===== config.mk =====
export PLATFORM = sky130hd
export DESIGN_NAME = power_stream
export DESIGN_NICKNAME = d
export VERILOG_FILES = /design/src/rtl/power_stream.sv
export SDC_FILE = /design/constraint.sdc
export NUM_CORES = 1
export LEC_CHECK = 0
export CAP_MARGIN = 20
export CELL_PAD_IN_SITES_DETAIL_PLACEMENT = 0
export CELL_PAD_IN_SITES_GLOBAL_PLACEMENT = 2
export CORE_AREA = 2 2 238 240
export DETAILED_ROUTE_END_ITERATION = 6
export DIE_AREA = 0 0 240 242
export PLACE_DENSITY = 0.8
export SLEW_MARGIN = 20
export SYNTH_ARGS = -nofsm -noshare
export SYNTH_HDL_FRONTEND = slang
export SYNTH_SLANG_ARGS = --single-unit

===== constraint.sdc =====
create_clock -name i_clk -period 22.3 [get_ports i_clk]
set_input_delay 4.46 -clock i_clk [delete_from_list [all_inputs] [get_ports i_clk]]
set_output_delay 4.46 -clock i_clk [all_outputs]
set_load 0.02 [all_outputs]

===== src/rtl/power_stream.sv =====
`default_nettype none
// ============================================================================
// Module      : power_stream
// Description : Turns a stream of FFT bins into per-bin power
//               (re*re + im*im) and frames it for a harmonic-product stage.
//               Each frame on the output is bins 0..1023 followed by empty
//               slots 1024..2047. Between frames the slot counter is held
//               at 2047.
//
//               Pipeline : stage 1 registers the inputs. Stage 2 computes the
//                          power and registers it. Valid and sop travel with
//                          the data. All framing decisions are taken from the
//                          stage-2 registers, so the power of a sample appears
//                          on the outputs two clocks after it is presented.
//
// Parameters  : DATA_W    - signed width of i_fft_re / i_fft_im
//               PWR_SHIFT - right shift applied to the (2*DATA_W+1)-bit sum
//                           before it is saturated to 32 bits
//
// Ports       : i_clk        - clock, rising edge
//               i_rst        - synchronous active-high reset
//               i_fft_valid  - sample present this cycle (no backpressure)
//               i_fft_sop    - start of frame, marks bin 0 (qualified by valid)
//               i_fft_re     - signed real part of the bin
//               i_fft_im     - signed imaginary part of the bin
//               o_cnt        - frame slot counter (2047 when idle)
//               o_square_add - bin power aligned to o_cnt, 0 in empty slots
//               o_frame_done - one-cycle pulse on the last slot (2047)
//               o_frame_err  - one-cycle pulse on an unexpected sop
//
// Options     : POWER_STREAM_DC_BLOCK_EN - when defined, the power of bin 0
//               is output as 0. The count still advances normally.
//
// Revision    : 1.0 - initial release
// ============================================================================
module power_stream #(
  parameter int DATA_W    = 16,
  parameter int PWR_SHIFT = 0
) (
  input  logic                     i_clk,
  input  logic                     i_rst,
  input  logic                     i_fft_valid,
  input  logic                     i_fft_sop,
  input  logic signed [DATA_W-1:0] i_fft_re,
  input  logic signed [DATA_W-1:0] i_fft_im,
  output logic [10:0]              o_cnt,
  output logic [31:0]              o_square_add,
  output logic                     o_frame_done,
  output logic                     o_frame_err
);

  localparam int SUM_W = 2 * DATA_W + 1;

  localparam logic [1:0] ST_IDLE = 2'd0;
  localparam logic [1:0] ST_FEED = 2'd1;
  localparam logic [1:0] ST_POST = 2'd2;

  localparam logic [10:0] c_cnt_idle     = 11'd2047;
  localparam logic [10:0] c_cnt_pre_last = 11'd1022;  // bin before bin 1023
  localparam logic [10:0] c_cnt_pre_end  = 11'd2046;  // slot before slot 2047

  // --------------------------------------------------------------------------
  // Registers
  // --------------------------------------------------------------------------
  // rel_q is high in the cycle right after reset is released. A sample
  // presented in that cycle is kept out of the pipeline.
  logic                     rel_q,      rel_d;
  logic                     s1_valid_q, s1_valid_d;
  logic                     s1_sop_q,   s1_sop_d;
  logic signed [DATA_W-1:0] s1_re_q,    s1_re_d;
  logic signed [DATA_W-1:0] s1_im_q,    s1_im_d;
  logic                     s2_valid_q, s2_valid_d;
  logic                     s2_sop_q,   s2_sop_d;
  logic [31:0]              s2_pwr_q,   s2_pwr_d;
  logic [1:0]               state_q,    state_d;
  logic [10:0]              cnt_q,      cnt_d;

  // --------------------------------------------------------------------------
  // Stage 1: register the inputs
  // --------------------------------------------------------------------------
  always_comb begin
    rel_d      = 1'b0;
    s1_valid_d = i_fft_valid & ~rel_q;
    s1_sop_d   = i_fft_valid & i_fft_sop;
    s1_re_d    = i_fft_re;
    s1_im_d    = i_fft_im;
  end

  // --------------------------------------------------------------------------
  // Stage 2: square, add, shift, saturate
  // --------------------------------------------------------------------------
  logic signed [2*DATA_W-1:0] re_ext;
  logic signed [2*DATA_W-1:0] im_ext;
  logic signed [2*DATA_W-1:0] re_sq;
  logic signed [2*DATA_W-1:0] im_sq;
  logic [SUM_W-1:0]           pwr_sum;
  logic [SUM_W-1:0]           pwr_sh;
  logic [31:0]                pwr_sat;

  always_comb begin
    re_ext  = {{DATA_W{s1_re_q[DATA_W-1]}}, s1_re_q};
    im_ext  = {{DATA_W{s1_im_q[DATA_W-1]}}, s1_im_q};
    re_sq   = re_ext * re_ext;
    im_sq   = im_ext * im_ext;
    // A square of a signed value is never negative, so the MSB of each
    // product is zero and both can be zero-extended into the sum.
    pwr_sum = {1'b0, re_sq} + {1'b0, im_sq};
    pwr_sh  = pwr_sum >> PWR_SHIFT;
  end

  generate
    if (SUM_W > 32) begin : g_sat
      assign pwr_sat = (|pwr_sh[SUM_W-1:32]) ? 32'hFFFF_FFFF : pwr_sh[31:0];
    end else begin : g_nosat
      assign pwr_sat = {{(32 - SUM_W){1'b0}}, pwr_sh};
    end
  endgenerate

  always_comb begin
    s2_valid_d = s1_valid_q;
    s2_sop_d   = s1_sop_q;
    s2_pwr_d   = pwr_sat;
  end

  // --------------------------------------------------------------------------
  // State and pipeline registers
  // --------------------------------------------------------------------------
  always_ff @(posedge i_clk) begin
    if (i_rst) begin
      rel_q      <= 1'b1;
      s1_valid_q <= 1'b0;
      s1_sop_q   <= 1'b0;
      s1_re_q    <= '0;
      s1_im_q    <= '0;
      s2_valid_q <= 1'b0;
      s2_sop_q   <= 1'b0;
      s2_pwr_q   <= '0;
      state_q    <= ST_IDLE;
      cnt_q      <= c_cnt_idle;
    end else begin
      rel_q      <= rel_d;
      s1_valid_q <= s1_valid_d;
      s1_sop_q   <= s1_sop_d;
      s1_re_q    <= s1_re_d;
      s1_im_q    <= s1_im_d;
      s2_valid_q <= s2_valid_d;
      s2_sop_q   <= s2_sop_d;
      s2_pwr_q   <= s2_pwr_d;
      state_q    <= state_d;
      cnt_q      <= cnt_d;
    end
  end

  // --------------------------------------------------------------------------
  // Next-state logic
  // --------------------------------------------------------------------------
  always_comb begin
    state_d = state_q;
    case (state_q)
      ST_IDLE: begin
        if (s2_valid_q && s2_sop_q) begin
          state_d = ST_FEED;
        end
      end
      ST_FEED: begin
        if (s2_valid_q) begin
          if (s2_sop_q) begin
            state_d = ST_IDLE;
          end else if (cnt_q == c_cnt_pre_last) begin
            // bin 1023 goes out this cycle, the padding slots start next
            state_d = ST_POST;
          end
        end
      end
      ST_POST: begin
        if (cnt_q == c_cnt_pre_end) begin
          state_d = ST_IDLE;
        end
      end
      default: state_d = ST_IDLE;
    endcase
  end

  // --------------------------------------------------------------------------
  // Output logic
  // --------------------------------------------------------------------------
  // The outputs come straight from this logic, so a frame's slot value and
  // its power appear in the same cycle the stage-2 sample is consumed.
  // cnt_q keeps the slot shown in the previous cycle, so the slot can hold
  // across input gaps.
  logic [31:0] sq_w;
  logic        done_w;
  logic        err_w;

  always_comb begin
    cnt_d  = cnt_q;
    sq_w   = 32'd0;
    done_w = 1'b0;
    err_w  = 1'b0;
    case (state_q)
      ST_IDLE: begin
        cnt_d = c_cnt_idle;
        if (s2_valid_q && s2_sop_q) begin
          cnt_d = 11'd0;
`ifdef POWER_STREAM_DC_BLOCK_EN
          sq_w  = 32'd0;
`else
          sq_w  = s2_pwr_q;
`endif
        end
      end
      ST_FEED: begin
        if (s2_valid_q) begin
          if (s2_sop_q) begin
            // A sop in the middle of a frame abandons the frame and drops
            // the sample. The next sop starts a clean frame.
            cnt_d = c_cnt_idle;
            err_w = 1'b1;
          end else begin
            cnt_d = cnt_q + 11'd1;
            sq_w  = s2_pwr_q;
          end
        end
      end
      ST_POST: begin
        cnt_d  = cnt_q + 11'd1;
        done_w = (cnt_d == c_cnt_idle);
        err_w  = s2_valid_q & s2_sop_q;
      end
      default: cnt_d = c_cnt_idle;
    endcase

    // While reset is high the outputs show the idle values, whatever the
    // registers held before.
    if (i_rst) begin
      cnt_d  = c_cnt_idle;
      sq_w   = 32'd0;
      done_w = 1'b0;
      err_w  = 1'b0;
    end
  end

  assign o_cnt        = cnt_d;
  assign o_square_add = sq_w;
  assign o_frame_done = done_w;
  assign o_frame_err  = err_w;

endmodule
`default_nettype wire


==> metrics.md <==
| Metric | Value |
|---|---|
| Synth unique cells | `86` |
| Dpl ws | `11.26 ns` |
| Critical path's slowest cell | `clkdlybuf4s50_1` |
| Post-CTS sizing | `0` |
| Achievable Freq | `0.09078 GHz` |
| Startpoint type of the worst setup path | `input pin` |
| Maximum Capacitance Violations | `0` |
| Vias in the first global route | `between 15000 and 20000` |
| Final max-slew violation count | `0` |
| # port buffers | `80` |
| # diodes | `0` |
| Antenna-violating nets left | `0` |
| Largest net degree at the start of global routing | `76` |
| Bufs and invs on worst path | `2` |
| Clock Sinks | `82` |
| Critical Path, Cell by Cell | `buf_4 -> nand4b_1 -> or4_1 -> nor4_1 -> clkdlybuf4s50_1` |
| Peak fanout along the critical path | `75` |
| Mean Syn Cell Area | `a little over 9 sq um` |
| Slew Limit Headroom | `35.46%` |
| Largest family of logic cells by synthesized area | `adder cells` |
| Worst Clk Skew | `about 0.025 ns` |
| Vias per inst | `between 4 and 5` |
| Top FF cell, synth | `dfxtp_1` |
| Die ar. | `~58000 sq um` |
| Synth Instances | `around 2500` |
| Synth Area in Compound Gates | `under 10%` |
| P per Cell Area | `122.5 nW/um^2` |
| XOR/XNOR Fraction of Synth Area | `under 10%` |
| Leading area contributor after synthesis | `fa_1` |
| H-tree levels | `3` |
| Setup Fix Bufs, Post-CTS | `0` |
| Tcrit/Tclk final | `between 40 and 50%` |
| Maximum VDD drop | `about 0.20 mV` |
| Std cell rows | `87` |
| Worst Hold Class | `reg -> reg` |
| Root Buffer | `clkbuf_16` |
| Final Hold Viols | `0` |
| Post-synth ARST share | `0%` |
| Cts hold-fix bufs | `0` |
| CTS buffer count | `9` |
| Syn Nets | `3198` |
| WL final | `just under 50 mm` |
| Crit path DAT | `between 6 and 7 ns` |
| First-pass GRT wire length | `around 85 mm` |
| Final Wtd Congestion | `roughly 0.82` |
| Chip Width | `240 um` |
| Leak Pwr | `between 10 and 15 nW` |
| CP Data Required Time | `between 15 and 20 ns` |
| Dpl hpwl | `~41 mm` |
| Share of post-route cells with drive strength above 1 | `2.398%` |
| Net load switching power | `between 1.5 and 2 mW` |
| Critical Path Source | `i_rst` |
| Sw frac | `54.40%` |
| Initial antenna violation count | `2` |
| Synth Register Bits | `82` |
| Ys Warns | `0` |
| Part of the power in the clock network | `approximately 6.6%` |
| Adder-cell area share of the yosys netlist | `54.19%` |
| Area growth syn-to-layout | `8.141%` |
| Setup crit end kind | `output port` |
| Worst-margin pin slew | `0.9681 ns` |
| DIE HEIGHT | `242 um` |
| CTS tree | `built` |
| Wire length per cell | `around 15 um` |
| Status | `finished clean` |
| Pint | `1.357 mW` |
| Critical path class | `in -> out` |
| Setup ws final | `11.28 ns` |
| Total grt overflow | `0` |
| RSZ-0062 raised after global routing | `false` |
| Mux cell area share after synthesis | `0.2840%` |
| Post-synth top area share | `roughly 42%` |
| Clk slew on worst S/H paths | `~0.07 ns` |
| Core Region | `~56000 sq um` |
| First-pass DRT Iterations | `5` |
| Slowest cell delay on critical path | `about 0.66 ns` |
| Commonest non-fill, non-tap cell in the layout | `inv_1` |
| Nets | `around 3200` |
| Final setup fails | `0` |
| Setup TNS | `0 ns` |
| DRC | `0` |
| Starting density of the core | `40.32%` |
| CP top delay family | `buffers and inverters` |
| Crit path time final | `around 11 ns` |
| Total number of vias | `around 16000` |
| EDFF count, synth | `0` |
| Simple-gate share of the synthesized area | `around an eighth` |
| Total GRT Usage | `18.53%` |
| Critical R2R Launch | `s1_re_q[3]$_SDFF_PP0_` |
| Clk_lat worst skew | `~0.4 ns` |
| Sequential share of power | `between 7 and 8%` |
| Comb pwr share | `approximately 86%` |
| Synth area leaders | `fa_1, ha_1, inv_1` |
| Post-Synthesis Cell Area | `between 20000 and 25000 sq um` |
| Register area share after synthesis | `between 7 and 8%` |
| Most frequent cells in the layout | `inv_1, fa_1, ha_1` |
| Clock tree buffer depth | `2` |
| Initial DRC Count | `623` |
| # IOs | `81` |
| Hold Path Origin | `rel_q$_DFF_P_` |
## final cells by class
class | count | area, sq um
clock buffers | 9 | 225.2
well taps | 756 | 945.9
repair buffers | 87 | 850.8
multi-input cells | 1649 | 18000
fillers | 5631 | 31440
flip-flops and latches | 82 | 1642
inverters | 668 | 2507
clock inverters | 7 | 125.1
## through the flow
| step | area (sq um) | instances | total power [mW] | util (%) | hold slack, ns |
|---|---|---|---|---|---|
| final | 24300 | 3258 | 2.976 | 43.60 | 0.3996 |
| after global placement | 23950 | 3242 | 2.747 | 42.97 | 0.3840 |
| after global routing | 24300 | 3258 | 3.313 | 43.60 | 0.4160 |
| after floorplan | 22470 | 2475 | 2.265 | - | 0.3721 |
| after detailed placement | 23950 | 3242 | 2.763 | 42.97 | 0.3784 |
| after CTS | 24300 | 3258 | 2.985 | 43.60 | 0.4010 |
## worst reg2reg max path: cells and delay by family, from the launching register on
kind | cells | cell delay [ns]
AO/OA/AOI/OAI | 11 | 2.86
XOR/XNOR | 1 | 0.15
adder cells (fa/ha/maj) | 8 | 3.63
flip-flops | 1 | 0.71
buffers and inverters | 5 | 0.93
AND/OR/NAND/NOR | 3 | 0.69
## synth_stat cells (28+ instances only)
cell	instances
o211ai_1	28
a21oi_1	96
nor2b_1	48
o21ai_0	30
xnor2_1	78
dfxtp_1	82
inv_1	665
ha_1	210
and2_1	101
nand2_1	190
a21o_1	47
xor2_1	40
nor2_1	96
clkbuf_1	67
fa_1	477
## flip-flops by register name, summed over array words and instances, names as in the netlist
name	flops
s1_re_q	16
s2_sop_q	1
s2_valid_q	1
s1_im_q	16
state_q	2
cnt_q	11
s1_sop_q	1
rel_q	1
s1_valid_q	1
s2_pwr_q	32
## layer usage
metal	vias up	GRT usage [%]	share of wire [%]
li1	7501	-	-
met1	8016	24.60	45
met2	238	32.24	50
met3	40	2.165	3.4
met4	2	4.256	1.5
met5	-	0	0.036
## power groups by stage
stage	Combinational, mW	Sequential, mW	Clock, mW
after floorplan	2.06	0.207	0
after global placement	2.51	0.238	0
after detailed placement	2.53	0.235	0
after CTS	2.55	0.232	0.204
after global routing	2.87	0.237	0.207
final	2.55	0.232	0.198
## kinds of logic (layout without fill, tap and decap cells)
logic type	Yosys count	after routing
AO/OA/AOI/OAI	299	299
XOR/XNOR	118	118
adder cells (fa/ha/maj)	687	687
buffers and inverters	744	771
flip-flops	82	82
multiplexers	6	6
AND/OR/NAND/NOR	539	539
## path summary, 6_finish.rpt
check / endpoint / slack (ns) / cells after the start
worst min register to register: s1_valid_q$_SDFF_PP0_ / 0.40 / 1
worst max register to register: s2_pwr_q[21]$_SDFF_PP0_ / 13.15 / 28
worst max-delay path: o_frame_done / 11.28 / 5
worst min-delay path: s1_valid_q$_SDFF_PP0_ / 0.40 / 1
(Power assumes the default switching activity.)
